===== src/rtl/mmu_arbiter_if.sv =====
// mmu_arbiter_if: bundles both requester ports and the mmu-side bus.
//   pN_*   : requester request fields (read/write enables, signedness, width,
//            address, write data) and responses (data_out, mem_ready, error).
//   mmu_*  : registered request toward the mmu, plus its data_out/mem_ready.
// Modports: slave = arbiter view, master = the requesters + mmu (bench) view.
interface mmu_arbiter_if;
  logic        p0_read_enable,  p1_read_enable;
  logic        p0_write_enable, p1_write_enable;
  logic        p0_mem_signed_read, p1_mem_signed_read;
  logic [1:0]  p0_mem_data_width,  p1_mem_data_width;
  logic [31:0] p0_address, p1_address;
  logic [31:0] p0_data_in, p1_data_in;
  logic [31:0] p0_data_out, p1_data_out;
  logic        p0_mem_ready, p1_mem_ready;
  logic        p0_error, p1_error;

  logic        mmu_read_enable;
  logic        mmu_write_enable;
  logic        mmu_mem_signed_read;
  logic [1:0]  mmu_mem_data_width;
  logic [31:0] mmu_address;
  logic [31:0] mmu_data_in;
  logic [31:0] mmu_data_out;
  logic        mmu_mem_ready;

  modport slave (
    input  p0_read_enable, p1_read_enable, p0_write_enable, p1_write_enable,
           p0_mem_signed_read, p1_mem_signed_read, p0_mem_data_width,
           p1_mem_data_width, p0_address, p1_address, p0_data_in, p1_data_in,
           mmu_data_out, mmu_mem_ready,
    output p0_data_out, p1_data_out, p0_mem_ready, p1_mem_ready,
           p0_error, p1_error,
           mmu_read_enable, mmu_write_enable, mmu_mem_signed_read,
           mmu_mem_data_width, mmu_address, mmu_data_in
  );

  modport master (
    output p0_read_enable, p1_read_enable, p0_write_enable, p1_write_enable,
           p0_mem_signed_read, p1_mem_signed_read, p0_mem_data_width,
           p1_mem_data_width, p0_address, p1_address, p0_data_in, p1_data_in,
           mmu_data_out, mmu_mem_ready,
    input  p0_data_out, p1_data_out, p0_mem_ready, p1_mem_ready,
           p0_error, p1_error,
           mmu_read_enable, mmu_write_enable, mmu_mem_signed_read,
           mmu_mem_data_width, mmu_address, mmu_data_in
  );
endinterface


===== src/rtl/mmu_arbiter.sv =====
// mmu_arbiter: shares one mmu port between instruction fetch (port 0) and
// load/store (port 1). The winning request is latched into registered mmu_*
// outputs, held until mmu_mem_ready (or timeout), and answered with a
// one-cycle ready pulse on the granted port.
//   clk, reset_n : clock, async active-low reset
//   bus          : mmu_arbiter_if.slave (requester ports + mmu bus)
//   busy         : high whenever the arbiter is not IDLE

// Per-port response registers: ready/error pulse and sticky read data.
module mmu_arb_port (
  input  logic        clk,
  input  logic        reset_n,
  input  logic        cpl,       // transaction for this port ends this cycle
  input  logic        cpl_rd,    // it was a read
  input  logic        cpl_to,    // it ended by timeout
  input  logic [31:0] cpl_data,
  output logic [31:0] data_out,
  output logic        mem_ready,
  output logic        error
);
  always_ff @(posedge clk or negedge reset_n) begin
    if (!reset_n) begin
      data_out  <= '0;
      mem_ready <= 1'b0;
      error     <= 1'b0;
    end else begin
      mem_ready <= cpl;
      error     <= cpl & cpl_to;
      // Timed-out transactions return zero; writes leave the last read data.
      if (cpl && cpl_to)      data_out <= '0;
      else if (cpl && cpl_rd) data_out <= cpl_data;
    end
  end
endmodule

module mmu_arbiter #(
  parameter int RR_ENABLE      = 1,
  parameter int TIMEOUT_CYCLES = 0
) (
  input  logic         clk,
  input  logic         reset_n,
  mmu_arbiter_if.slave bus,
  output logic         busy
);
  localparam int NUM_PORTS = 2;
  localparam bit TO_EN     = (TIMEOUT_CYCLES != 0);
  // Counter holds completed ISSUE cycles, so the abort fires in the
  // TIMEOUT_CYCLES-th ISSUE cycle.
  localparam logic [15:0] TO_LAST = 16'(TIMEOUT_CYCLES - 1);

  typedef enum logic [1:0] {IDLE, ISSUE, DONE} state_t;

  state_t state;
  logic   last_grant, grant, sel;
  logic [15:0] cnt;

  logic [NUM_PORTS-1:0]       rd_en, wr_en, sgn, req;
  logic [NUM_PORTS-1:0][1:0]  width;
  logic [NUM_PORTS-1:0][31:0] addr, wdata;
  logic [NUM_PORTS-1:0]       cpl, p_rdy, p_err;
  logic [NUM_PORTS-1:0][31:0] p_data;

  logic mmu_rd, mmu_wr, mmu_sgn;
  logic [1:0]  mmu_width;
  logic [31:0] mmu_addr, mmu_wdata;
  logic ack, tmo;

  assign rd_en = {bus.p1_read_enable,     bus.p0_read_enable};
  assign wr_en = {bus.p1_write_enable,    bus.p0_write_enable};
  assign sgn   = {bus.p1_mem_signed_read, bus.p0_mem_signed_read};
  assign width = {bus.p1_mem_data_width,  bus.p0_mem_data_width};
  assign addr  = {bus.p1_address,         bus.p0_address};
  assign wdata = {bus.p1_data_in,         bus.p0_data_in};
  assign req   = rd_en | wr_en;

  always_comb begin
    sel = 1'b0;
    if (req[0] && req[1]) sel = (RR_ENABLE != 0) ? ~last_grant : 1'b0;
    else                  sel = req[1];
  end

  // Stale mmu_mem_ready outside ISSUE is ignored by construction.
  assign ack = (state == ISSUE) && bus.mmu_mem_ready;
  assign tmo = TO_EN && (state == ISSUE) && !bus.mmu_mem_ready && (cnt == TO_LAST);

  always_ff @(posedge clk or negedge reset_n) begin
    if (!reset_n) begin
      state      <= IDLE;
      last_grant <= 1'b1;
      grant      <= 1'b0;
      cnt        <= '0;
      mmu_rd     <= 1'b0;
      mmu_wr     <= 1'b0;
      mmu_sgn    <= 1'b0;
      mmu_width  <= '0;
      mmu_addr   <= '0;
      mmu_wdata  <= '0;
    end else begin
      case (state)
        IDLE: if (|req) begin
          grant      <= sel;
          last_grant <= sel;
          // Read+write together is a write: suppress the read side.
          mmu_rd     <= rd_en[sel] & ~wr_en[sel];
          mmu_wr     <= wr_en[sel];
          mmu_sgn    <= sgn[sel] & ~wr_en[sel];
          mmu_width  <= width[sel];
          mmu_addr   <= addr[sel];
          mmu_wdata  <= wdata[sel];
          cnt        <= '0;
          state      <= ISSUE;
        end
        ISSUE: begin
          if (ack || tmo) begin
            mmu_rd <= 1'b0;
            mmu_wr <= 1'b0;
            state  <= DONE;
          end else if (cnt != 16'hFFFF) begin
            cnt <= cnt + 16'd1;
          end
        end
        DONE:    state <= IDLE;
        default: state <= IDLE;
      endcase
    end
  end

  for (genvar i = 0; i < NUM_PORTS; i++) begin : g_port
    assign cpl[i] = (ack || tmo) && (grant == i[0]);
    mmu_arb_port u_port (
      .clk      (clk),
      .reset_n  (reset_n),
      .cpl      (cpl[i]),
      .cpl_rd   (mmu_rd),
      .cpl_to   (tmo),
      .cpl_data (bus.mmu_data_out),
      .data_out (p_data[i]),
      .mem_ready(p_rdy[i]),
      .error    (p_err[i])
    );
  end

  assign bus.p0_data_out  = p_data[0];
  assign bus.p1_data_out  = p_data[1];
  assign bus.p0_mem_ready = p_rdy[0];
  assign bus.p1_mem_ready = p_rdy[1];
  assign bus.p0_error     = p_err[0];
  assign bus.p1_error     = p_err[1];

  assign bus.mmu_read_enable     = mmu_rd;
  assign bus.mmu_write_enable    = mmu_wr;
  assign bus.mmu_mem_signed_read = mmu_sgn;
  assign bus.mmu_mem_data_width  = mmu_width;
  assign bus.mmu_address         = mmu_addr;
  assign bus.mmu_data_in         = mmu_wdata;

  assign busy = (state != IDLE);
endmodule

===== src/flat_wrapper.sv =====
// flat-port wrapper written by rule: the top's interface ports become plain ports
module mmu_arbiter_flat 
#(
  parameter int RR_ENABLE      = 1,
  parameter int TIMEOUT_CYCLES = 0
)
  (clk, reset_n, busy, bus_p0_read_enable, bus_p1_read_enable, bus_p0_write_enable, bus_p1_write_enable, bus_p0_mem_signed_read, bus_p1_mem_signed_read, bus_p0_mem_data_width, bus_p1_mem_data_width, bus_p0_address, bus_p1_address, bus_p0_data_in, bus_p1_data_in, bus_mmu_data_out, bus_mmu_mem_ready, bus_p0_data_out, bus_p1_data_out, bus_p0_mem_ready, bus_p1_mem_ready, bus_p0_error, bus_p1_error, bus_mmu_read_enable, bus_mmu_write_enable, bus_mmu_mem_signed_read, bus_mmu_mem_data_width, bus_mmu_address, bus_mmu_data_in);
  mmu_arbiter_if bus_i ();
  input  logic clk;
  input  logic reset_n;
  output logic busy;
  input wire logic [$bits(bus_i.p0_read_enable)-1:0] bus_p0_read_enable;
  input wire logic [$bits(bus_i.p1_read_enable)-1:0] bus_p1_read_enable;
  input wire logic [$bits(bus_i.p0_write_enable)-1:0] bus_p0_write_enable;
  input wire logic [$bits(bus_i.p1_write_enable)-1:0] bus_p1_write_enable;
  input wire logic [$bits(bus_i.p0_mem_signed_read)-1:0] bus_p0_mem_signed_read;
  input wire logic [$bits(bus_i.p1_mem_signed_read)-1:0] bus_p1_mem_signed_read;
  input wire logic [$bits(bus_i.p0_mem_data_width)-1:0] bus_p0_mem_data_width;
  input wire logic [$bits(bus_i.p1_mem_data_width)-1:0] bus_p1_mem_data_width;
  input wire logic [$bits(bus_i.p0_address)-1:0] bus_p0_address;
  input wire logic [$bits(bus_i.p1_address)-1:0] bus_p1_address;
  input wire logic [$bits(bus_i.p0_data_in)-1:0] bus_p0_data_in;
  input wire logic [$bits(bus_i.p1_data_in)-1:0] bus_p1_data_in;
  input wire logic [$bits(bus_i.mmu_data_out)-1:0] bus_mmu_data_out;
  input wire logic [$bits(bus_i.mmu_mem_ready)-1:0] bus_mmu_mem_ready;
  output wire logic [$bits(bus_i.p0_data_out)-1:0] bus_p0_data_out;
  output wire logic [$bits(bus_i.p1_data_out)-1:0] bus_p1_data_out;
  output wire logic [$bits(bus_i.p0_mem_ready)-1:0] bus_p0_mem_ready;
  output wire logic [$bits(bus_i.p1_mem_ready)-1:0] bus_p1_mem_ready;
  output wire logic [$bits(bus_i.p0_error)-1:0] bus_p0_error;
  output wire logic [$bits(bus_i.p1_error)-1:0] bus_p1_error;
  output wire logic [$bits(bus_i.mmu_read_enable)-1:0] bus_mmu_read_enable;
  output wire logic [$bits(bus_i.mmu_write_enable)-1:0] bus_mmu_write_enable;
  output wire logic [$bits(bus_i.mmu_mem_signed_read)-1:0] bus_mmu_mem_signed_read;
  output wire logic [$bits(bus_i.mmu_mem_data_width)-1:0] bus_mmu_mem_data_width;
  output wire logic [$bits(bus_i.mmu_address)-1:0] bus_mmu_address;
  output wire logic [$bits(bus_i.mmu_data_in)-1:0] bus_mmu_data_in;
  assign bus_i.p0_read_enable = bus_p0_read_enable;
  assign bus_i.p1_read_enable = bus_p1_read_enable;
  assign bus_i.p0_write_enable = bus_p0_write_enable;
  assign bus_i.p1_write_enable = bus_p1_write_enable;
  assign bus_i.p0_mem_signed_read = bus_p0_mem_signed_read;
  assign bus_i.p1_mem_signed_read = bus_p1_mem_signed_read;
  assign bus_i.p0_mem_data_width = bus_p0_mem_data_width;
  assign bus_i.p1_mem_data_width = bus_p1_mem_data_width;
  assign bus_i.p0_address = bus_p0_address;
  assign bus_i.p1_address = bus_p1_address;
  assign bus_i.p0_data_in = bus_p0_data_in;
  assign bus_i.p1_data_in = bus_p1_data_in;
  assign bus_i.mmu_data_out = bus_mmu_data_out;
  assign bus_i.mmu_mem_ready = bus_mmu_mem_ready;
  assign bus_p0_data_out = bus_i.p0_data_out;
  assign bus_p1_data_out = bus_i.p1_data_out;
  assign bus_p0_mem_ready = bus_i.p0_mem_ready;
  assign bus_p1_mem_ready = bus_i.p1_mem_ready;
  assign bus_p0_error = bus_i.p0_error;
  assign bus_p1_error = bus_i.p1_error;
  assign bus_mmu_read_enable = bus_i.mmu_read_enable;
  assign bus_mmu_write_enable = bus_i.mmu_write_enable;
  assign bus_mmu_mem_signed_read = bus_i.mmu_mem_signed_read;
  assign bus_mmu_mem_data_width = bus_i.mmu_mem_data_width;
  assign bus_mmu_address = bus_i.mmu_address;
  assign bus_mmu_data_in = bus_i.mmu_data_in;
  mmu_arbiter #(.RR_ENABLE(RR_ENABLE), .TIMEOUT_CYCLES(TIMEOUT_CYCLES)) u_core (.clk(clk), .reset_n(reset_n), .bus(bus_i), .busy(busy));
endmodule

===== config.mk =====
export PLATFORM = sky130hd
export DESIGN_NAME = mmu_arbiter_flat
export DESIGN_NICKNAME = d
export VERILOG_FILES = /design/src/rtl/mmu_arbiter_if.sv /design/src/rtl/mmu_arbiter.sv /design/src/flat_wrapper.sv
export SDC_FILE = /design/constraint.sdc
export NUM_CORES = 1
export LEC_CHECK = 0
export CORE_AREA = 2 2 120 122
export CTS_CLUSTER_SIZE = 14
export DETAILED_ROUTE_END_ITERATION = 8
export DIE_AREA = 0 0 122 124
export GPL_TIMING_DRIVEN = 0
export PLACE_DENSITY = 0.9
export SLEW_MARGIN = 20
export SYNTH_ARGS = -nofsm -noshare
export SYNTH_HDL_FRONTEND = slang
export SYNTH_SLANG_ARGS = --single-unit

===== constraint.sdc =====
create_clock -name clk -period 3 [get_ports clk]
set_input_delay 0.45 -clock clk [delete_from_list [all_inputs] [get_ports clk]]
set_output_delay 0.45 -clock clk [all_outputs]
set_load 0.02 [all_outputs]

# Yosys cells after proc, flatten, opt, wreduce, memory -nomap -nowiden
# Index checks and enable logic that the tools add are counted.
op_classes:
  n_eq_ne: 3
  reduce_logical: 13
  mux: 21
  bitwise: 6
  n_lt_le_gt_ge: 1
op_table:
  columns: ["op", "n"]
  rows:
  - ["$mux 32", 4]
  - ["$mux 1", 10]
  - ["$mux 2", 4]
  - ["$logic_and 1x1->1", 6]
  - ["$ne 2x1->1 const B", 2]
  - ["$pmux 1 s2", 2]
  - ["$pmux 2 s2", 1]
  - ["$reduce_and 2->1", 2]
  - ["$reduce_bool 2->1", 2]
  - ["$not 1->1", 3]
  - ["$reduce_and 3->1", 1]
  - ["$and 1x1->1", 2]
  - ["$eq 2x1->1 const B", 1]
  - ["$logic_not 2->1", 1]
  - ["$lt 1x2->1 const B", 1]
  - ["$or 2x2->2", 1]
  - ["$reduce_or 2->1", 1]
word_totals:
  inputBits: 173
  regBits: 139
  out_inout_bits: 138
  wordCells: 57

# Depth between registers and ports, before layout
# Gate-level depths: netlist (run 1).
depth:
  word_depth: 9
  mapped_depth: 7
  ltp_nobuf: 5

# Hierarchy
# Synthesis (run 1) repeated with hierarchy kept, for this count alone.
unflattened:
  cells_unflattened: 684
  area_unflattened_um2: 7228.2
modules_own_cells:
  columns: ["module", "area_each_um2", "seq_area_each_um2", "cells_each", "instances"]
  rows:
  - ["mmu_arb_port", 1924.3, 850.8, 183, 2]
  - ["mmu_arbiter", 3379.5, 1828.0, 318, 1]

# Worst setup path after synthesis (run 1)
# OpenSTA, ideal clock, no wires.
synth_path:
  path_kind: "register to register"
  start: "register u_core.last_grant"
  end: "register u_core.mmu_wdata[23], in the netlist u_core.bus.mmu_data_in[23]"
  required_time_ns: 2.877
  synth_period_minus_slack_ns: 1.451
  path_stages_with_launch: 8
  setup_ns: 0.123
  setup_slack_ns: 1.549
  n_path_buf: 3
  t_arrival_ns: 1.328
  path_cell_list: "dfstp_2 o21ai_1 o21ai_1 buf_4 buf_6 buf_6 mux2i_1 o21ai_1"
synth_between:
  elab_chain_len: 4
synth_lines:
  columns: ["item", "line", "text"]
  rows:
  - ["from (decl)", "mmu_arbiter.sv:54", "logic last_grant, grant, sel;"]
  - ["from (signal assigned)", "mmu_arbiter.sv:102", "last_grant <= sel;"]
  - ["$not 1->1", "mmu_arbiter.sv:78", "if (req[0] && req[1]) sel = (RR_ENABLE != 0) ? ~last_grant : 1'b0;"]
  - ["$mux 1", "mmu_arbiter.sv:78", null]
  - ["$mux 32 (not written as such) (2 in series)", "mmu_arbiter.sv:109", "mmu_wdata <= wdata[sel];"]
  - ["to (signal assigned)", "mmu_arbiter.sv:109", null]
  - ["to (decl)", "mmu_arbiter.sv:65", "logic [31:0] mmu_addr, mmu_wdata;"]
# No other way between the ends. The select of a mux whose other input is x is not followed.
# A chain may end at the register's enable or synchronous reset.

# Worst setup path in the final report (run 1)
layout_path:
  start: "register u_core.state[0]"
  end: "output busy"
layout_between:
  elab_chain_len: 1
layout_lines:
  columns: ["item", "line", "text"]
  rows:
  - ["from (decl)", "mmu_arbiter.sv:53", "state_t state;"]
  - ["from (signal assigned)", "mmu_arbiter.sv:88", "state <= IDLE;"]
  - ["from (signal assigned)", "mmu_arbiter.sv:111", "state <= ISSUE;"]
  - ["from (signal assigned)", "mmu_arbiter.sv:117", "state <= DONE;"]
  - ["$reduce_bool 2->1", "mmu_arbiter.sv:157", "assign busy = (state != IDLE);"]
  - ["to (decl)", "flat_wrapper.sv:11", "output logic busy;"]
# No other way between the ends.

==> flow_summary.ini, run 1 <==
[outcome]
run_status = completed

[detailed_routing]
wl_mm = 18.2
wl_per_cell_um = 18.6
route.detailed.drc = 0
antenna_left = 0
via_count = 4880
viasPerCell = 4.97
dr.pass1.iters = 4
drtIter0Drc = 249

[setup_path]
timing.rr.end = u_core.bus.mmu_data_in[2]
endpoint_kind = primary output
critPathRequiredTime_ns = 2.55
regToRegSetupSlack_ns = 1.29
startpoint = u_core.state[0]
path_class = flip-flop to primary output
crit_arrival_ns = 1.62
path_max_fanout = 3
worstReg2RegStart = u_core.last_grant
reg2reg_depth = 6
cp-start-kind = flip-flop

[power_and_ir_drop]
ir_worst_vdd_uv = 545
powerDensity_mw_per_mm2 = 1110
power.leakage_nw = 4.38
total_power_mw = 10.9

[global_route]
grt_antenna_before_repair = 0
grt_pass1_vias = 5225
grt.total_usage = 0.243
gr-total-overflow = 0
grt_max_degree = 86
grt_pass1_wl_mm = 27.7

[worst_hold_path]
hold_path_end = u_core.bus.mmu_data_in[17]
hp-class = flip-flop to flip-flop
min_from = u_core.bus.mmu_data_in[17]
hold_depth = 2

[timing]
finalCriticalPeriod_ns = 2.07
fmax_mhz = 483
fin_crit_sh = 0.691
rsz0062_at_grt = no
hold_viol = 0
drv_slew = 0
timing.slew.headroom = 0.634
holdWs_ns = 0.479
fin_skew_ns = 0.0114
worst_slack_ns = 0.928
max_slew.worst_pin.slew_ns = 0.548
finalSetupViolCount = 0

[finish]
nNetsFinal = 961
stdcell_area_mm2 = 0.00985
area_delta_synth_final_pct = 68.1
layout-drive-gt1-share = 0.135
post-route-util = 0.718
num_antenna_cells = 0

[floorplanning]
fp.dieW_um = 122
top_level_ports = 311
core_area_mm2 = 0.0137
die_y_um = 124
start_util = 0.427
rows = 43
dieArea_mm2 = 0.0151

[yosys]
async_reset_ff_frac = 1.00
synth_area_mm2 = 0.00586
yosysMostFrequentCell = dfrtp_1
yosysWarnings = 0
ys_seq_area_frac = 0.594
synth_ff_type = dfrtp_1
syn_avg_cell_area_um2 = 12.8
synthCells = 458
yosys_register_bits = 139
synthTopCellsByArea = dfrtp_1 59%, mux2i_1 11%, mux2_2 6.1%
synth_edf_count = 0
yosys-top-cells-count = 138 x dfrtp_1, 72 x nand2_1, 67 x mux2i_1, 61 x o21ai_0, 32 x mux2_2
yosysUniqueCellTypes = 27
synth_top_cell_by_area = dfrtp_1
yosys.area.top_type_share = 0.589

[placed_design]
port_buffers = 308
dp_slack_ns = 0.585
place_area_mm2 = 0.00920
gp_congestion = 0.801
hpwl_mm = 14.1

[job]
max-cap-violations = 0

[clock_tree]
cts-root-buf = clkbuf_16
cts_tree = done
cts_made_buffers = 17
clkTransAtPathRegs_ns = 0.06
htreeDepth = 4
clock_latency_ns = 0.41
cts.path.max_buffers = 2
cts_resized = 0
cts_sinks = 139
[cells in the final DEF, fill, tap and decap left out, drive strengths merged, types with 2 or more instances in the layout]
cell | netlist | layout
inv | 2 | 5
mux2 | 64 | 64
buf | 22 | 24
o21ai | 72 | 72
nand2 | 73 | 73
dfrtp | 138 | 138
mux2i | 67 | 67
clkinv | 0 | 2
conb | 1 | 2
clkdlybuf4s50 | 0 | 307
bufinv | 0 | 4
nor2 | 2 | 2
clkinvlp | 0 | 3
clkbuf | 9 | 29
[flip-flops by register name, indices dropped and copies added, names as in the netlist]
register / cells
u_core.g_port.u_port.data_out: 64
u_core.bus.mmu_address: 32
u_core.bus.mmu_data_in: 32
u_core.bus.mmu_mem_data_width: 2
u_core.g_port.u_port.mem_ready: 2
u_core.state: 2
u_core.bus.mmu_mem_signed_read: 1
u_core.bus.mmu_read_enable: 1
u_core.bus.mmu_write_enable: 1
u_core.grant: 1
u_core.last_grant: 1
[where the power goes]
group | internal [mW] | total (mW) | switching [mW]
Sequential | 2.82 | 3.36 | 0.547
Combinational | 2.60 | 5.32 | 2.72
Clock | 1.42 | 2.23 | 0.804
[worst max-delay path by stage]
stage	endpoint	slack (ns)	depth (start not counted)
3_3_place_gp	u_core.g_port[0].u_port.data_out[25]	-3.71	1
5_1_grt	busy	0.86	3
6_report	busy	0.93	3
3_5_place_dp	u_core.bus.mmu_address[30]	0.58	6
2_1_floorplan	u_core.bus.mmu_data_in[23]	1.55	7
4_1_cts	busy	0.89	3
[stage by stage]
stage / cells / TNS, ns
final: 981 / 0
after global routing: 981 / 0
after CTS: 981 / 0
after detailed placement: 948 / 0
after global placement: 947 / -512.46
after floorplan: 459 / 0
[logic make-up (layout without fill, tap and decap cells)]
logic type | Yosys count | count (layout) | share of synthesized area
flip-flops | 139 | 139 | 0.594
multiplexers | 131 | 131 | 0.244
AND/OR/NAND/NOR | 79 | 79 | 0.0562
AO/OA/AOI/OAI | 75 | 75 | 0.0692
buffers and inverters | 33 | 375 | 0.0363
other | 1 | 2 | 0.000640
[critical path: stages (launching register included)]
cell	delay (ns)
dfrtp_1	0.43
nor2_2	0.19
inv_1	0.06
clkdlybuf4s50_1	0.54
[layer usage]
metal | vias to the layer above | routed length (um) | track usage
met3 | 26 | 1490 | 0.0723
met5 | - | 0 | 0
met1 | 2378 | 6820 | 0.275
met4 | 0 | 328 | 0.0920
li1 | 2248 | - | -
met2 | 228 | 9590 | 0.435
[cell type report]
class / count / area (um^2)
fill: 932 / 3870
sequential: 139 / 3480
timing repair buffer: 310 / 3130
multi-input combinational: 287 / 2170
clock buffer: 20 / 447
tap: 180 / 225
buffer: 31 / 205
clock inverter: 12 / 186
inverter: 2 / 7.51
[what timing repair did]
action / 4_1_cts / 5_1_grt
hold buffers: 1 / 0
endpoints found under the hold margin: 54 / 0
buffers inserted: 0 / 0
(Power assumes the default switching activity.)
==> run 2, diff against run 1 <==
--- a/config.mk
+++ b/config.mk
@@ -5,12 +5,12 @@
 export SDC_FILE = /design/constraint.sdc
 export NUM_CORES = 1
 export LEC_CHECK = 0
-export CORE_AREA = 2 2 120 122
+export CORE_ASPECT_RATIO = 1.1
+export CORE_UTILIZATION = 40
 export CTS_CLUSTER_SIZE = 14
 export DETAILED_ROUTE_END_ITERATION = 8
-export DIE_AREA = 0 0 122 124
 export GPL_TIMING_DRIVEN = 0
-export PLACE_DENSITY = 0.9
+export PLACE_DENSITY = 0.86
 export SLEW_MARGIN = 20
 export SYNTH_ARGS = -nofsm -noshare
 export SYNTH_HDL_FRONTEND = slang
==> constraint.sdc (replaced) <==
create_clock -name clk -period 2.1 [get_ports clk]
set_input_delay 0.315 -clock clk [delete_from_list [all_inputs] [get_ports clk]]
set_output_delay 0.315 -clock clk [all_outputs]
set_load 0.02 [all_outputs]
==> run 2 against run 1 <==
  * Die area about the same
  * Cell area down 0.15%
  * Sequential power up 42%
  * Wire length down 6.7%
  * Register-to-register slack worse by 0.95 ns
  * Setup slack worse by 0.82 ns
  * Clock skew down 0.0057 ns
==> flow_summary.ini, run 2 (synthesis gave the netlist of run 1 again) <==
[clock_tree]
cts_sinks = 139
cts.path.max_buffers = 2
clkTransAtPathRegs_ns = 0.06
htreeDepth = 4
cts_resized = 0
cts-root-buf = clkbuf_16
cts_tree = done
post_cts_buffers = 0
clock_latency_ns = 0.41
postCtsHoldBufs = 1
cts_made_buffers = 17

[finish]
nNetsFinal = 961
layout-drive-gt1-share = 0.135
largest_register = u_core.g_port.u_port.data_out
largest_reg_flops = 64
area_delta_synth_final_pct = 67.8
layout_common_cells = 307 x clkdlybuf4s50_1, 138 x dfrtp_1, 72 x nand2_1
num_antenna_cells = 0
post-route-util = 0.683
stdcell_area_mm2 = 0.00983
final_common_cell = clkdlybuf4s50_1
finalNonFillerCells = 993

[placed_design]
port_buffers = 308
dp_slack_ns = -0.207
gp_congestion = 0.806
place_area_mm2 = 0.00922
hpwl_mm = 13.1
dpl.cell_count = 960

[detailed_routing]
dr.pass1.iters = 4
viasPerCell = 4.81
antenna_left = 0
wl_per_cell_um = 17.1
drtIter0Drc = 171
route.detailed.drc = 0
wl_mm = 17.0
via_count = 4780

[setup_path]
endpoint_kind = primary output
timing.rr.end = u_core.bus.mmu_data_in[23]
worstReg2RegStart = u_core.last_grant
reg2reg_depth = 7
cp-start-kind = flip-flop
crit_arrival_ns = 1.68
critPathRequiredTime_ns = 1.78
path_max_fanout = 3
regToRegSetupSlack_ns = 0.34
path_class = flip-flop to primary output

[timing]
finalCriticalPeriod_ns = 1.99
worst_slack_ns = 0.108
fmax_mhz = 502
fin_skew_ns = 0.00573
drv_slew = 0
fin_crit_sh = 0.949
finalSetupViolCount = 0
hold_viol = 0
rsz0062_at_grt = no
setup_tns_ns = 0

[floorplanning]
dieArea_mm2 = 0.0151
rows = 46
fp.dieW_um = 117
core_area_mm2 = 0.0144
top_level_ports = 311
start_util = 0.407
die_y_um = 129

[job]
max-cap-violations = 0

[global_route]
grt.total_usage = 0.229
grt_max_degree = 79
grt_pass1_vias = 5175
grt_antenna_before_repair = 0
gr-total-overflow = 0
grt_pass1_wl_mm = 26.4

[worst_hold_path]
hp-class = input port to async pin

[power_and_ir_drop]
powerDensity_mw_per_mm2 = 1560
power.leakage_nw = 4.38
ir_worst_vdd_uv = 762

[outcome]
run_status = completed
-- run 2: changes by cell type in the layout (fill, tap and decap cells not counted), sizes merged --
cell,delta
bufinv,-1
clkbuf,+1
clkinv,+3
clkinvlp,-1
inv,-2
-- run 2: where the power goes --
part           internal (mW)  switching, mW  leakage [nW]  total, mW
registers               4.02          0.744          1.71       4.77
logic                   3.72           3.83          2.38       7.55
clock network           1.93           1.11         0.293       3.04
total                   9.67           5.68          4.38       15.3
-- run 2: worst max-delay path: stages, from the launching register on --
cell             delay, ns
dfrtp_1               0.43
nor2_2                0.22
inv_1                 0.06
clkdlybuf4s50_1       0.56
-- run 2: final cells by class --
cell class / count / area [um^2]
Clock inverter: 11 / 143
Tap cell: 192 / 240
Buffer: 31 / 205
Inverter: 2 / 7.51
Timing Repair Buffer: 310 / 3130
Sequential cell: 139 / 3480
Clock buffer: 21 / 460
Fill cell: 1030 / 4560
Multi-Input combinational cell: 287 / 2170
-- run 2: per-layer routing --
metal  part of all wire  track usage  vias to the layer above  wire length (um)
li1                   -            -                     2247                 -
met1               0.38        0.247                     2263              6470
met3              0.077       0.0723                       36              1310
met4              0.029        0.109                        0               496
met5                  0            0                        -                 0
met2               0.51        0.411                      234              8730
-- run 2: worst max-delay path by stage --
stage	from	endpoint	slack, ns	cells after the start
global placement	reset_n	u_core.bus.mmu_address[19]	-4.39	1
global route	u_core.state[0]	busy	0.05	3
finish	u_core.state[0]	busy	0.11	3
detailed placement	bus_p1_write_enable	u_core.bus.mmu_write_enable	-0.21	5
floorplan	u_core.last_grant	u_core.bus.mmu_data_in[23]	0.65	7
CTS	u_core.state[0]	busy	0.08	3
-- run 2: per-stage QoR --
step | hold slack, ns | total power [mW]
after floorplan | 0.0194 | 8.53
after global placement | 0.461 | 12.1
after detailed placement | 0.278 | 12.4
after CTS | 0.432 | 15.5
after global routing | 0.470 | 16.2
final | 0.434 | 15.3
==> run 3, diff against run 2 <==
--- a/config.mk
+++ b/config.mk
@@ -5,12 +5,14 @@
 export SDC_FILE = /design/constraint.sdc
 export NUM_CORES = 1
 export LEC_CHECK = 0
+export ABC_AREA = 1
+export CAP_MARGIN = 5
 export CORE_ASPECT_RATIO = 1.1
 export CORE_UTILIZATION = 40
 export CTS_CLUSTER_SIZE = 14
 export DETAILED_ROUTE_END_ITERATION = 8
 export GPL_TIMING_DRIVEN = 0
-export PLACE_DENSITY = 0.86
+export PLACE_DENSITY = 0.84
 export SLEW_MARGIN = 20
 export SYNTH_ARGS = -nofsm -noshare
 export SYNTH_HDL_FRONTEND = slang
==> run 3 against run 2 <==
  * Final cell count increased by 33%
  * Critical path depth unchanged
  * Total power increased by 3.7%
==> flow_summary.ini, run 3 <==
[finish]
final_common_cell = clkdlybuf4s50_1
layout_common_cells = 307 x clkdlybuf4s50_1, 272 x nand2_1, 138 x dfrtp_1
largest_reg_flops = 64
layout-drive-gt1-share = 0.0696
largest_register = u_core.g_port.u_port.data_out
nNetsFinal = 1282
num_antenna_cells = 0
finalNonFillerCells = 1317
area_delta_synth_final_pct = 64.1

[power_and_ir_drop]
p_int_mw = 9.45
power_frac_comb = 0.509
total_power_mw = 15.9
power.leakage_nw = 4.91
ir_worst_vdd_uv = 766
p_sw_frac = 0.407
powerDensity_mw_per_mm2 = 1570
clockPowerShare = 0.186
power.share.sequential = 0.305
p_sw_mw = 6.47

[detailed_routing]
wl_per_cell_um = 15.6
antenna_left = 0
dr.pass1.iters = 5
route.detailed.drc = 0
viasPerCell = 4.78
drtIter0Drc = 355
via_count = 6293
wl_mm = 20.5

[yosys]
synth_top_cell_by_area = dfrtp_1
synth_area_mm2 = 0.00617
synth_edf_count = 0
yosys.area.top_type_share = 0.560
synthCells = 779
async_reset_ff_frac = 1.00
yosys_register_bits = 139
yosysMostFrequentCell = nand2_1
yosys-top-cells-count = 272 x nand2_1, 138 x dfrtp_1, 105 x inv_1, 95 x o21ai_1, 72 x nor2_1
syn_avg_cell_area_um2 = 7.92
yosysWarnings = 0
yosysUniqueCellTypes = 22
synth_ff_type = dfrtp_1
ys_seq_area_frac = 0.564
synthTopCellsByArea = dfrtp_1 56%, nand2_1 17%, o21ai_1 7.7%

[floorplanning]
top_level_ports = 311
rows = 47
fp.dieW_um = 120
die_y_um = 132
start_util = 0.410
dieArea_mm2 = 0.0159
core_area_mm2 = 0.0151

[timing]
hold_viol = 0
holdWs_ns = 0.405
fmax_mhz = 514
finalSetupViolCount = 0
rsz0062_at_grt = no
setup_tns_ns = 0
fin_skew_ns = 0.00690
finalCriticalPeriod_ns = 1.95
drv_slew = 0
fin_crit_sh = 0.927

[setup_path]
regToRegSetupSlack_ns = 0.43
critPathRequiredTime_ns = 1.78
crit_arrival_ns = 1.63
path_class = flip-flop to primary output
crit_chain = nor2_1, inv_1, clkdlybuf4s50_1
cp-start-kind = flip-flop
path_max_fanout = 3
max_stage_delay_ns = 0.54
endpoint_kind = primary output
cp_slowest_cell = clkdlybuf4s50_1

[placed_design]
gp_congestion = 0.854
dpl.cell_count = 1285
port_buffers = 308
hpwl_mm = 15.3

[clock_tree]
cts_made_buffers = 17
cts_tree = done
clock_latency_ns = 0.41
cts_sinks = 139
cts-root-buf = clkbuf_16
cts.path.max_buffers = 2
clkTransAtPathRegs_ns = 0.06
htreeDepth = 4
post_cts_buffers = 0

[global_route]
grt_pass1_vias = 6207
grt_max_degree = 85
grt.total_usage = 0.263
grt_antenna_before_repair = 0
gr-total-overflow = 0
grt_pass1_wl_mm = 32.3

[worst_hold_path]
hp-class = input port to async pin

[outcome]
run_status = completed

[job]
max-cap-violations = 0
## run 3: changes by cell type after synthesis, moves of 4 or more
cell     before  now
o21ai_1      11   95
mux2i_1      67    0
mux2_1       22    0
nand2_2       1    5
mux2_2       32    0
buf_2        10   22
nor2_1        0   72
nand2_1      72  272
inv_1         1  105
o21ai_0      61   37
buf_6         5    1
mux2_4       10    0
## run 3: layout make-up
cell class | count | area [um^2]
plain buffers | 42 | 231
clock buffers | 18 | 439
clock inverters | 13 | 143
fillers | 1228 | 4930
inverters | 106 | 398
multi-input cells | 493 | 2060
flip-flops and latches | 139 | 3480
well taps | 196 | 245
repair buffers | 310 | 3130
## run 3: layer usage
layer | wire length (um) | track usage
met1 | 7870 | 0.302
met2 | 10400 | 0.461
met3 | 2000 | 0.0930
met4 | 314 | 0.0713
met5 | 0 | 0
## run 3: final timing paths
| check | cells past startpoint | from | end |
|---|---|---|---|
| setup / recovery | 3 | u_core.state[1] | busy |
| hold / removal | 2 | reset_n | u_core.bus.mmu_address[5] |
| setup reg to reg | 7 | u_core.state[1] | u_core.bus.mmu_data_in[29] |
| hold reg to reg | 2 | u_core.bus.mmu_address[31] | u_core.bus.mmu_address[31] |
| max in group asynchronous | 3 | reset_n | u_core.last_grant |
| min in group clk | 3 | bus_mmu_data_out[29] | u_core.g_port[0].u_port.data_out[29] |
## run 3: what timing repair did
item | 4_1_cts | 5_1_grt
gates resized for setup | 0 | 0
hold buffers | 1 | 0
hold endpoints to repair | 55 | 0
endpoints found under the setup margin | 0 | 0
## run 3: cells by family (layout without fill, tap and decap cells)
kind of cell           Yosys count  count (layout)  synth area share
flip-flops                     139             139             0.564
AND/OR/NAND/NOR                356             356             0.222
AO/OA/AOI/OAI                  135             135             0.111
other                            1               2          0.000608
buffers and inverters          148             489             0.102
## run 3: through the flow
step                      area (um^2)  setup WS (ns)  utilization
after floorplan                  6170          0.861            -
after global placement           9500          -4.88        0.631
after detailed placement         9530         0.0496        0.633
after CTS                       10100          0.136        0.673
after global routing            10100         0.0970        0.673
final                           10100          0.154        0.673
## run 3: critical path: cells and delay by family (launching register included)
kind,cells,cell delay [ns]
buf+inv,2,0.61
simple gates,1,0.20
flops,1,0.41
## run 3: power groups by stage
stage	Clock, mW	Combinational [mW]	Sequential [mW]
6_report	2.96	8.10	4.86
5_1_grt	3.13	8.75	4.99
4_1_cts	3.01	8.17	4.85
3_5_place_dp	0	8.11	4.86
3_3_place_gp	0	7.95	4.83
2_1_floorplan	0	2.48	6.41
